===== src/rtl/agnus_blitter_shiftseq.sv =====
// Blitter A/B shift sequencer: shares one external barrel shifter between
// channels A and B. It masks the first and last word of each line on A,
// carries the previous A/B words across words and lines, and hands shifted
// pairs to the minterm/fill stage.
//
// Ports:
//   clk, clk7_en, reset        clock, clock enable, sync active-high reset
//   start, desc, ash, bsh,     blit configuration, latched when a blit starts
//   bltw, blth, afwm, alwm
//   in_valid/in_ready, a_in,   fetched word pair handshake
//   b_in
//   sh_desc, sh_shift, sh_new, drive the shared shifter; sh_out is its
//   sh_old, sh_out             combinational result
//   out_valid/out_ready,       shifted pair handshake
//   a_out, b_out
//   first_w, last_w, last_l    position of the word currently on a_out/b_out
//   busy, done                 blit in progress / end-of-blit pulse
module agnus_blitter_shiftseq #(
    parameter int unsigned WW = 6,
    parameter int unsigned HW = 10
) (
    input  logic          clk,
    input  logic          clk7_en,
    input  logic          reset,
    input  logic          start,
    input  logic          desc,
    input  logic [3:0]    ash,
    input  logic [3:0]    bsh,
    input  logic [WW-1:0] bltw,
    input  logic [HW-1:0] blth,
    input  logic [15:0]   afwm,
    input  logic [15:0]   alwm,
    input  logic          in_valid,
    output logic          in_ready,
    input  logic [15:0]   a_in,
    input  logic [15:0]   b_in,
    output logic          sh_desc,
    output logic [3:0]    sh_shift,
    output logic [15:0]   sh_new,
    output logic [15:0]   sh_old,
    input  logic [15:0]   sh_out,
    output logic          out_valid,
    input  logic          out_ready,
    output logic [15:0]   a_out,
    output logic [15:0]   b_out,
    output logic          first_w,
    output logic          last_w,
    output logic          last_l,
    output logic          busy,
    output logic          done
);

    typedef enum logic [2:0] {
        S_IDLE,
        S_WAIT,
        S_SHA,
        S_SHB,
        S_OUT,
        S_DONE
    } state_t;

    state_t        state;
    logic [3:0]    cfg_ash;
    logic [3:0]    cfg_bsh;
    logic [WW-1:0] cfg_w;
    logic [HW-1:0] cfg_h;
    logic [15:0]   cfg_afwm;
    logic [15:0]   cfg_alwm;
    logic [15:0]   a_old;
    logic [15:0]   b_old;
    logic [15:0]   a_new;
    logic [15:0]   b_new;
    logic [WW-1:0] widx;
    logic [HW-1:0] lidx;

    logic          is_first;
    logic          is_last_w;
    logic          is_last_l;
    logic [15:0]   a_masked;

    // Position of the word being accepted. A width/height of 0 wraps to
    // all-ones after the -1, which is exactly the 2**W encoding.
    always_comb begin
        is_first  = 1'b0;
        is_last_w = 1'b0;
        is_last_l = 1'b0;
        a_masked  = a_in;
        is_first  = (widx == '0);
        is_last_w = (widx == cfg_w - WW'(1));
        is_last_l = (lidx == cfg_h - HW'(1));
        if (is_first) begin
            a_masked = a_masked & cfg_afwm;
        end
        if (is_last_w) begin
            a_masked = a_masked & cfg_alwm;
        end
    end

    // Sequencer: WAIT -> SHA (A on shifter) -> SHB (B on shifter) -> OUT.
    always_ff @(posedge clk) begin
        if (reset) begin
            state     <= S_IDLE;
            cfg_ash   <= '0;
            cfg_bsh   <= '0;
            cfg_w     <= '0;
            cfg_h     <= '0;
            cfg_afwm  <= '0;
            cfg_alwm  <= '0;
            a_old     <= '0;
            b_old     <= '0;
            a_new     <= '0;
            b_new     <= '0;
            widx      <= '0;
            lidx      <= '0;
            in_ready  <= 1'b0;
            sh_desc   <= 1'b0;
            sh_shift  <= '0;
            sh_new    <= '0;
            sh_old    <= '0;
            out_valid <= 1'b0;
            a_out     <= '0;
            b_out     <= '0;
            first_w   <= 1'b0;
            last_w    <= 1'b0;
            last_l    <= 1'b0;
            busy      <= 1'b0;
            done      <= 1'b0;
        end else if (clk7_en) begin
            case (state)
                S_IDLE: begin
                    if (start) begin
                        cfg_ash  <= ash;
                        cfg_bsh  <= bsh;
                        cfg_w    <= bltw;
                        cfg_h    <= blth;
                        cfg_afwm <= afwm;
                        cfg_alwm <= alwm;
                        a_old    <= '0;
                        b_old    <= '0;
                        widx     <= '0;
                        lidx     <= '0;
                        sh_desc  <= desc;
                        busy     <= 1'b1;
                        in_ready <= 1'b1;
                        state    <= S_WAIT;
                    end
                end
                S_WAIT: begin
                    if (in_valid) begin
                        a_new    <= a_masked;
                        b_new    <= b_in;
                        sh_new   <= a_masked;
                        sh_old   <= a_old;
                        sh_shift <= cfg_ash;
                        first_w  <= is_first;
                        last_w   <= is_last_w;
                        last_l   <= is_last_l;
                        in_ready <= 1'b0;
                        state    <= S_SHA;
                    end
                end
                S_SHA: begin
                    a_out    <= sh_out;
                    a_old    <= a_new;
                    sh_new   <= b_new;
                    sh_old   <= b_old;
                    sh_shift <= cfg_bsh;
                    state    <= S_SHB;
                end
                S_SHB: begin
                    b_out     <= sh_out;
                    b_old     <= b_new;
                    sh_new    <= '0;
                    sh_old    <= '0;
                    sh_shift  <= '0;
                    out_valid <= 1'b1;
                    state     <= S_OUT;
                end
                S_OUT: begin
                    if (out_ready) begin
                        out_valid <= 1'b0;
                        if (last_w) begin
                            widx <= '0;
                            lidx <= lidx + HW'(1);
                        end else begin
                            widx <= widx + WW'(1);
                        end
                        if (last_w && last_l) begin
                            busy    <= 1'b0;
                            sh_desc <= 1'b0;
                            done    <= 1'b1;
                            state   <= S_DONE;
                        end else begin
                            in_ready <= 1'b1;
                            state    <= S_WAIT;
                        end
                    end
                end
                S_DONE: begin
                    done  <= 1'b0;
                    state <= S_IDLE;
                end
                default: begin
                    state <= S_IDLE;
                end
            endcase
        end
    end

endmodule


===== config.mk =====
export PLATFORM = sky130hd
export DESIGN_NAME = agnus_blitter_shiftseq
export DESIGN_NICKNAME = d
export VERILOG_FILES = /design/src/rtl/agnus_blitter_shiftseq.sv
export SDC_FILE = /design/constraint.sdc
export NUM_CORES = 1
export LEC_CHECK = 0
export CORE_ASPECT_RATIO = 1.4
export CORE_MARGIN = 2
export CORE_UTILIZATION = 47
export CTS_CLUSTER_SIZE = 8
export DETAILED_ROUTE_END_ITERATION = 12
export GPL_ROUTABILITY_DRIVEN = 0
export GPL_TIMING_DRIVEN = 0
export PLACE_DENSITY = 0.8
export SETUP_SLACK_MARGIN = 0.15
export SLEW_MARGIN = 10
export SYNTH_ARGS = -nofsm -noshare
export SYNTH_HDL_FRONTEND = slang
export SYNTH_SLANG_ARGS = --single-unit

===== constraint.sdc =====
create_clock -name clk -period 2.26 [get_ports clk]
set_input_delay 0.452 -clock clk [delete_from_list [all_inputs] [get_ports clk]]
set_output_delay 0.452 -clock clk [all_outputs]
set_load 0.005 [all_outputs]

# ---- Word-level counts from Yosys, hierarchy flattened
# Cells that the tools add are included.
dict set report op_classes {
  addsub 4
  n_eq_ne 13
  n_mux 39
  n_bitwise 2
  reduce_logical 24
}
# cell n
set ops {}
lappend ops {{16-bit case mux with 3 select lines} 2}
lappend ops {{16-bit two-way mux} 5}
lappend ops {{16-bit case mux with 2 select lines} 2}
lappend ops {{16-bit AND} 2}
lappend ops {{10-bit two-way mux} 3}
lappend ops {{10-bit case mux with 2 select lines} 1}
lappend ops {{6-bit two-way mux} 3}
lappend ops {{3-bit AND reduction} 6}
lappend ops {{3-bit case mux with 5 select lines} 1}
lappend ops {{3-bit two-way mux} 4}
lappend ops {{2-bit != test, second input constant} 6}
lappend ops {{4-bit case mux with 3 select lines} 1}
lappend ops {{6-bit case mux with 2 select lines} 1}
lappend ops {{4-bit AND reduction} 3}
lappend ops {{10-bit by 1-bit adder with 10-bit output, second input constant} 1}
lappend ops {{10-bit == test} 1}
lappend ops {{1-bit two-way mux} 10}
lappend ops {{5-bit AND reduction} 2}
lappend ops {{2-bit nonzero test} 5}
lappend ops {{10-bit by 1-bit subtractor with 10-bit output, second input constant} 1}
lappend ops {{1-bit case mux with 2 select lines} 4}
lappend ops {{6-bit by 1-bit adder with 6-bit output, second input constant} 1}
lappend ops {{3-bit by 2-bit == test with 1-bit output, second input constant} 2}
lappend ops {{3-bit == test, second input constant} 2}
lappend ops {{11 further kinds} 13}
dict set report totals {
  reg_bits 215
  input_bits 111
  output_inout_bits 76
  elab_cells 108
}

# ---- Longest topological paths before layout
# Gate-level depths: netlist of run 1.
dict set report depth {
  word_depth 6
  depth_mapped 8
  mapped_depth_nobuf 7
}

# ---- Least setup slack after synthesis of run 1
# No wires, ideal clock.
dict set report synth_path {
  kind {register to register}
  startpoint {register cfg_w[0]}
  endpoint {register a_new[3]}
  setup_ns 0.114
  t_arrival_ns 2.192
  required_time_ns 2.146
  setup_slack_ns -0.047
  path_stages_with_launch 8
  path_buffers 2
  period_less_slack_ns 2.307
  cell_sequence {dfxtp_1 > or4_4 > or3_1 > buf_6 > buf_8 > a2111o_1 > o211a_1 > a21o_1}
}
dict set report synth_between {
  elab_chain_cells 3
}
# element line
set synth_rtl {}
lappend synth_rtl {{start: declaration} 65} ;# logic [WW-1:0] cfg_w;
lappend synth_rtl {{start signal: assignment} 134} ;# cfg_w <= bltw;
lappend synth_rtl {{6-bit by 1-bit subtractor with 6-bit output} 89} ;# is_last_w = (widx == cfg_w - WW'(1));
lappend synth_rtl {{6-bit == test} 89}
lappend synth_rtl {{16-bit two-way mux} 94} ;# if (is_last_w) begin
lappend synth_rtl {{end signal: assignment} 150} ;# a_new <= a_masked;
lappend synth_rtl {{end: declaration} 71} ;# logic [15:0] a_new;
# Every way passes these cells.
# A chain may end at the register's enable or synchronous reset.

# ---- Final worst setup path of run 1
dict set report layout_path {
  startpoint {register cfg_w[1]}
  endpoint {register a_new[9]}
}
# The elaborated chain is that of the path after synthesis.

==> results of run 1 <==
[registers in the layout (all words and copies together), names as in the netlist, 10 cells and up]
name and flops:
cfg_alwm 16, b_new 16, lidx 10, a_new 16, sh_new 16, a_out 16, b_old 16, cfg_h 10
b_out 16, cfg_afwm 16, sh_old 16, a_old 16
[critical path: stages, from the launching register on]
cell and delay (ns):
dfxtp_2 0.32, or4_4 0.53, or3_4 0.34, buf_6 0.15
clkbuf_16 0.15, a2111o_1 0.43, o211a_1 0.24, a21o_1 0.15
[routing by layer]
layer  vias up  GRT usage (%)
met2       380          49.44
met4         0          13.99
li1       4422              -
met3       101          4.671
met1      4398          31.28
met5         -              0
[worst max path at each step]
stage,end,slack [ns],depth (start not counted)
finish,a_new[9],-0.16,7
detailed placement,a_new[11],-0.64,7
floorplan,a_new[3],-0.04,7
global route,a_new[9],-0.18,7
CTS,a_new[4],-0.15,7
global placement,last_l,-0.64,7
[power by group through the flow]
stage               combinational (W)  sequential (W)  clock, W
CTS                           0.00118         0.00403   0.00389
global placement              0.00111         0.00410         0
global route                  0.00133         0.00404   0.00407
detailed placement            0.00113         0.00411         0
floorplan                    0.000591         0.00408         0
finish                        0.00123         0.00403   0.00390
[layout make-up]
class                   instances  share of cell area, %
well taps                     248                  2.488
inverters                      27                 0.8226
flip-flops and latches        215                  34.56
multi-input cells             827                  36.98
plain buffers                  89                  3.260
repair buffers                195                  15.64
clock buffers                  32                  6.250
[kinds of logic (layout without fill, tap and decap cells)]
kind of cell             after synthesis  count (layout)
AND/OR/NAND/NOR                      476             476
adder cells (fa/ha/maj)                5               5
flip-flops                           215             215
XOR/XNOR                              31              31
buffers and inverters                116             343
AO/OA/AOI/OAI                        310             310
multiplexers                           5               5
[placed cells by master, fill, tap and decap left out, types with 22 or more instances in the layout]
cell / n
nand2_1: 283
dfxtp_1: 212
clkdlybuf4s50_1: 184
a21oi_1: 163
nor2_1: 63
clkbuf_1: 52
nand3_1: 39
clkbuf_16: 32
inv_1: 25
nor3_1: 25
clkbuf_2: 24
o21ai_0: 22
a211oi_1: 22
[repair_timing]
item | 4_1_cts | 5_1_grt
cloned | 0 | 1
pin swaps | 19 | 13
hold endpoints to repair | 0 | 0
setup endpoints to repair | 177 | 170
resized for setup | 41 | 50
setup buffers | 5 | 4
[through the flow]
| step | TNS [ns] | std cells | hold WS (ns) |
|---|---|---|---|
| floorplan | -0.3655 | 1158 | 0.4258 |
| global placement | -65.74 | 1591 | 0.4339 |
| detailed placement | -72.67 | 1591 | 0.4438 |
| CTS | -1.363 | 1628 | 0.4534 |
| global route | -2.609 | 1633 | 0.3980 |
| finish | -1.644 | 1633 | 0.3712 |
==> results.cfg, run 1 <==
[run_status]
status = finished with violations
violations = setup timing

[detailed_routing]
drc = 0
first_pass_iters = 5
wl_per_cell_um = 18.30
num_vias = 9301
antenna_left = 0
top_layer = met4
detail_route.vias_per_cell = 5.696
dr_wl_met3_um = 1898
wl_met2_um = 14980
wl_met1_um = 11540
drt_iter0_markers = 691
drt_wl_total_um = 29890

[pwr]
clkPwrFrac_pct = 42.6
p_comb_share_pct = 13.4
ir_drop_uv = 631.6
p_total_w = 0.009166
p_sw_share_pct = 25.29
p_per_area_nw_per_um2 = 734.9
p_switching_w = 0.002318
p_int_w = 0.006848
p_leak_nw = 4.588
pwr-share-seq_pct = 44.0

[setup_path]
setup.worst_path.end_class = flip-flop
r2r_start = cfg_w[1]
r2r-end = a_new[9]
cp_max_fo = 7
critPathLaunch = cfg_w[1]
critPathKind = reg2reg
required_ns = 2.69
rrSetupSlack_ns = -0.16
arrival_ns = 2.85
ff2ff_path_depth = 7
cp-start-kind = flip-flop

[global_routing]
grt_pass1_vias = 9184
grt_max_degree = 15
grt_usage_pct = 27.69
antenna_found_initial = 0
grt_pass1_wl_um = 45460
grt_overflow = 0

[logic_synthesis]
synth_area_um2 = 9196
ys.flop_type = dfxtp_1
synth_common_cells = nand2_1 (283), dfxtp_1 (215), a21oi_1 (163)
synth_most_common_cell = nand2_1
synth_edf_count = 0
synthArstFlopShare_pct = 0
synth_fa_ha_area_share_pct = 0.6803
synth-compound-area-share_pct = 21.65
ys_top_cells_by_area = dfxtp_1 (47%), nand2_1 (12%), a21oi_1 (8.9%)
yosysTopAreaCell = dfxtp_1
ys_ff_latch = 215
synthMuxAreaShare_pct = 0.5442
yosys.area_share.simple_pct = 22.37
yosysWarnings = 0
synth_top_family_by_area = simple AND/OR/NAND/NOR gates
avgSynthCellArea_um2 = 7.942
synth-seq-area-share_pct = 46.80
postSynthCellCount = 1158
synth.distinct_cells = 53
syn_nets = 1274
synth_top_area_share_pct = 46.80
synth_xor_area_share_pct = 2.952

[clocking]
root_buffer = clkbuf_16
clk_pin_slew_ns = 0.05
clockBufferDepth = 3
hold_buffers = 0
clock_latency_ns = 0.54
clkSinkCount = 215
cts_made_buffers = 30
cts_tree = yes
h-tree-depth = 1

[floorplanning]
initial_utilization_pct = 47.85
dieArea_um2 = 20720
coreArea_um2 = 19220
ios = 187
fp-row-count = 60
die_width_um = 122.2
die_h_um = 169.5

[timing]
rsz0062_at_grt = true
worst_slack_ns = -0.1584
min_period_ns = 2.418
maxSlewViolCount = 0
worstMarginPinSlew_ns = 0.7993
finalHoldViolCount = 0
finClkSkew_ns = 0.007861
max-slew-margin-rel_pct = 46.33
fmax_mhz = 413.5
finalSetupViolations = 22
finalCritPeriodShare_pct = 107.0

[placement]
pre_cts_ws_ns = -0.6405
dpl_cell_area_um2 = 11360
port_buffers = 185
hpwl_um = 21820

[worst_hold_path]
min-delay-start = clk7_en
holdPathStages = 4
holdPathEnd = state[0]
hold_path.class = in2reg

[finish]
seq_area_um2 = 4310
multi_input_area_um2 = 4612
fin_nets = 1501
drive_above_1_share_pct = 8.303
fillerInstances = 1641
utilization_pct = 64.90
area_growth_pct = 35.62
diodes = 0
finalInstanceArea_um2 = 12470

[run]
cap_violations = 0
(Power assumes the default switching activity.)
==> run 2, diff against run 1 <==
- CAP_MARGIN: not set -> 25
- CORE_ASPECT_RATIO: 1.4 -> 1.5
- HOLD_SLACK_MARGIN: not set -> 0.12
==> results.cfg, run 2 (synthesis results as in run 1) <==
[floorplanning]
fp-row-count = 62
coreArea_um2 = 19160
dieArea_um2 = 20720
ios = 187
die_h_um = 175.3
die_width_um = 118.2
initial_utilization_pct = 48.00

[timing]
worst_slack_ns = -0.1359
fmax_mhz = 417.4
rsz0062_at_grt = true
maxSlewViolCount = 0
finalHoldViolCount = 0
timing.hold.ws_ns = 0.3488
finClkSkew_ns = 0.01211
worstMarginPinSlew_ns = 0.7830
min_period_ns = 2.396
max-slew-margin-rel_pct = 47.43
finalSetupViolations = 23
finalCritPeriodShare_pct = 106.0

[setup_path]
critPathKind = reg2reg
setup.worst_path.end_class = flip-flop
arrival_ns = 2.82
crit_chain = or4_4 > or3_4 > buf_6 > clkbuf_16 > a2111o_1 > o211a_1 > a21o_1
required_ns = 2.68
cp-start-kind = flip-flop
cpPeakStageDelay_ns = 0.50
cp_max_fo = 8
cp_slowest_cell = or4_4
path_buf_inv = 2
critPathTopFamily = simple AND/OR/NAND/NOR gates

[pwr]
p_per_area_nw_per_um2 = 734.7
p_leak_nw = 4.599
pwr-share-seq_pct = 44.0
p_sw_share_pct = 25.40
p_comb_share_pct = 13.4
clkPwrFrac_pct = 42.7
p_switching_w = 0.002330
ir_drop_uv = 630.5
p_int_w = 0.006845

[finish]
area_growth_pct = 35.81
final_cell_mix = nand2_1 (283), dfxtp_1 (212), clkdlybuf4s50_1 (184)
seq_area_um2 = 4310
diodes = 0
fillerInstances = 1605
utilization_pct = 65.18
layout_commonest_cell = nand2_1
multi_input_area_um2 = 4612
drive_above_1_share_pct = 8.947
fin_nets = 1502

[worst_hold_path]
hold_path.class = in2reg

[clocking]
clock_latency_ns = 0.54
root_buffer = clkbuf_16
clk_pin_slew_ns = 0.06
clkSinkCount = 215
cts_tree = yes
clockBufferDepth = 3
h-tree-depth = 1
cts_made_buffers = 30
hold_buffers = 0

[detailed_routing]
drt_wl_total_um = 30120
wl_per_cell_um = 18.34
antenna_left = 0
drc = 0
drt_iter0_markers = 847
detail_route.vias_per_cell = 5.630
first_pass_iters = 5
num_vias = 9245

[placement]
hpwl_um = 21960
port_buffers = 185
pre_cts_ws_ns = -0.6447

[run_status]
status = finished with violations
violations = setup timing

[global_routing]
grt_usage_pct = 27.91
antenna_found_initial = 0
grt_overflow = 0
grt_pass1_vias = 9117
grt_max_degree = 15
grt_pass1_wl_um = 46520

[run]
cap_violations = 0
run 2: path summary, 6_finish.rpt:
kind / from / endpoint / slack [ns] / cells after the start
max reg2reg: cfg_w[0] / a_new[5] / -0.14 / 7
min reg2reg: b_out[10] / b_out[10] / 0.45 / 2
max: cfg_w[0] / a_new[5] / -0.14 / 7
min: clk7_en / state[0] / 0.35 / 4
run 2: worst reg2reg max path: stages, from the launching register on:
cell       delay, ns
dfxtp_4         0.34
or4_4           0.50
or3_4           0.34
buf_6           0.15
clkbuf_16       0.15
a2111o_1        0.40
o211a_1         0.24
a21o_1          0.16
run 2: per-layer routing:
| layer | vias to the layer above | track usage, % | routed length (um) |
|---|---|---|---|
| li1 | 4419 | - | - |
| met4 | 0 | 14.21 | 1623 |
| met1 | 4305 | 29.81 | 10970 |
| met3 | 106 | 5.065 | 2048 |
| met5 | - | 0 | 0 |
| met2 | 415 | 52.00 | 15470 |
run 2: through the flow:
step / power (W) / cells / setup TNS (ns) / area [um^2]
final: 0.009176 / 1642 / -1.650 / 12490
after CTS: 0.009131 / 1639 / -1.313 / 12350
after floorplan: 0.004670 / 1158 / -0.3655 / 9199
after detailed placement: 0.005240 / 1599 / -71.38 / 11370
after global routing: 0.009420 / 1642 / -2.958 / 12490
after global placement: 0.005218 / 1599 / -63.28 / 11370
run 2: power groups by stage:
| stage | clock (W) | sequential, W | combinational, W |
|---|---|---|---|
| 2_1_floorplan | 0 | 0.00408 | 0.000591 |
| 3_3_place_gp | 0 | 0.00410 | 0.00112 |
| 3_5_place_dp | 0 | 0.00410 | 0.00114 |
| 4_1_cts | 0.00392 | 0.00403 | 0.00118 |
| 5_1_grt | 0.00406 | 0.00404 | 0.00132 |
| 6_report | 0.00392 | 0.00403 | 0.00123 |
run 2: cell type report:
| cell class | instances | area share [%] |
|---|---|---|
| Sequential cell | 215 | 34.51 |
| Multi-Input combinational cell | 827 | 36.93 |
| Timing Repair Buffer | 196 | 15.65 |
| Clock buffer | 32 | 6.241 |
| Tap cell | 256 | 2.565 |
| Inverter | 27 | 0.8215 |
| Buffer | 89 | 3.286 |
run 2: repair_timing:
| item | 4_1_cts | 5_1_grt |
|---|---|---|
| gates resized for setup | 47 | 51 |
| buffers inserted | 8 | 2 |
| cloned | 0 | 1 |
| pin swaps | 22 | 13 |
| endpoints found under the setup margin | 179 | 196 |
==> run 3, diff against run 2 <==
- CTS_CLUSTER_SIZE: 8 -> 12
==> results.cfg, run 3 (synthesis results as in run 1) <==
[timing]
fmax_mhz = 417.0
min_period_ns = 2.398
worstMarginPinSlew_ns = 0.8060
finalHoldViolCount = 0
rsz0062_at_grt = true
worst_slack_ns = -0.1379
finalCritPeriodShare_pct = 106.1
finalSetupViolations = 22
max-slew-margin-rel_pct = 45.88
finClkSkew_ns = 0.02456
fin_tns_setup_ns = -1.583
maxSlewViolCount = 0

[global_routing]
antenna_found_initial = 0
grt_overflow = 0
grt_pass1_vias = 9184
grt_usage_pct = 27.80
grt_pass1_wl_um = 46460
grt_max_degree = 13

[finish]
fillerInstances = 1627
diodes = 0
area_growth_pct = 34.38
final_cell_mix = nand2_1 (283), dfxtp_1 (211), clkdlybuf4s50_1 (185)
fin_nets = 1492
drive_above_1_share_pct = 8.586
instances_no_fill = 1642
layout_commonest_cell = nand2_1
utilization_pct = 64.50

[pwr]
p_per_area_nw_per_um2 = 707.5
p_leak_nw = 4.491
ir_drop_uv = 683.8

[detailed_routing]
drt_wl_total_um = 30050
detail_route.vias_per_cell = 5.673
drt_iter0_markers = 787
drc = 0
first_pass_iters = 5
wl_per_cell_um = 18.30
antenna_left = 0
num_vias = 9315

[clocking]
hold_buffers = 0
cts_tree = yes
clkSinkCount = 215
h-tree-depth = 1
cts_made_buffers = 23
clockBufferDepth = 3
clk_pin_slew_ns = 0.06
root_buffer = clkbuf_16
clock_latency_ns = 0.51

[setup_path]
ff2ff_path_depth = 7
cp-start-kind = flip-flop
cpPeakStageDelay_ns = 0.52
crit_chain = or4_4 > or3_4 > buf_6 > buf_8 > a2111o_1 > o211a_1 > a21o_1
cp_max_fo = 6
critPathTopFamily = simple AND/OR/NAND/NOR gates
r2r_start = cfg_w[1]
arrival_ns = 2.79
setup.worst_path.end_class = flip-flop
rrSetupSlack_ns = -0.14
critPathKind = reg2reg
required_ns = 2.65
path_buf_inv = 2
cp_slowest_cell = or4_4
r2r-end = a_new[4]

[worst_hold_path]
holdPathStages = 2
holdPathEnd = b_out[10]
min-delay-start = b_out[10]
hold_path.class = reg2reg

[run_status]
violations = setup timing
status = finished with violations

[floorplanning]
die_h_um = 175.3
initial_utilization_pct = 48.00
die_width_um = 118.2
ios = 187
coreArea_um2 = 19160
dieArea_um2 = 20720
fp-row-count = 62

[placement]
hpwl_um = 21960
place_inst = 1599
pre_cts_ws_ns = -0.6447
port_buffers = 185

[run]
cap_violations = 0
==> run 3: how the worst max path moves through the flow <==
| stage | from | to | slack, ns | depth (start not counted) |
|---|---|---|---|---|
| 4_1_cts | cfg_w[1] | a_new[4] | -0.16 | 7 |
| 2_1_floorplan | cfg_w[1] | a_new[3] | -0.04 | 7 |
| 3_3_place_gp | clk7_en | cfg_alwm[12] | -0.58 | 8 |
| 3_5_place_dp | clk7_en | cfg_alwm[9] | -0.64 | 8 |
| 6_report | cfg_w[1] | a_new[4] | -0.14 | 7 |
| 5_1_grt | cfg_w[0] | a_new[5] | -0.16 | 7 |
==> run 3: worst register-to-register path: stages, from the launching register on <==
cell,delay [ns]
dfxtp_2,0.32
or4_4,0.52
or3_4,0.34
buf_6,0.15
buf_8,0.13
a2111o_1,0.40
o211a_1,0.26
a21o_1,0.16
==> run 3: per-stage QoR <==
step | area [um^2] | hold slack [ns] | total power (W)
final | 12360 | 0.4530 | 0.008743
after global routing | 12360 | 0.4769 | 0.008985
after CTS | 12190 | 0.4531 | 0.008686
after detailed placement | 11370 | 0.4399 | 0.005240
after global placement | 11370 | 0.4403 | 0.005218
after floorplan | 9199 | 0.4258 | 0.004670
==> run 3: layout make-up <==
type / count / area (um^2) / area share (%)
Multi-Input combinational cell: 827 / 4618 / 37.37
Sequential cell: 215 / 4312 / 34.89
Timing Repair Buffer: 193 / 1933 / 15.64
Clock buffer: 32 / 619.3 / 5.012
Buffer: 89 / 409.1 / 3.311
Tap cell: 256 / 320.3 / 2.592
Inverter: 27 / 102.6 / 0.8302
Clock inverter: 3 / 43.79 / 0.3544
==> run 3: repair_timing <==
item                                    4_1_cts  5_1_grt
gates cloned                                  0        1
pin swaps                                    23       14
resized for setup                            43       56
setup buffers                                 5        2
endpoints found under the setup margin      183      192
==> run 3: power breakdown <==
part / leakage (nW) / internal [W] / switching (W)
registers: 1.74 / 0.00392 / 0.000103
logic: 2.42 / 0.000543 / 0.000687
clock network: 0.323 / 0.00201 / 0.00148
total: 4.49 / 0.00647 / 0.00227
==> run 3: layer usage <==
metal | routed length [um] | global-route usage [%] | up-vias | share of wire [%]
li1 | - | - | 4410 | -
met1 | 10930 | 29.94 | 4370 | 36
met2 | 15590 | 51.88 | 445 | 52
met3 | 2114 | 4.156 | 90 | 7.0
met4 | 1425 | 14.76 | 0 | 4.7
met5 | 0 | 0 | - | 0
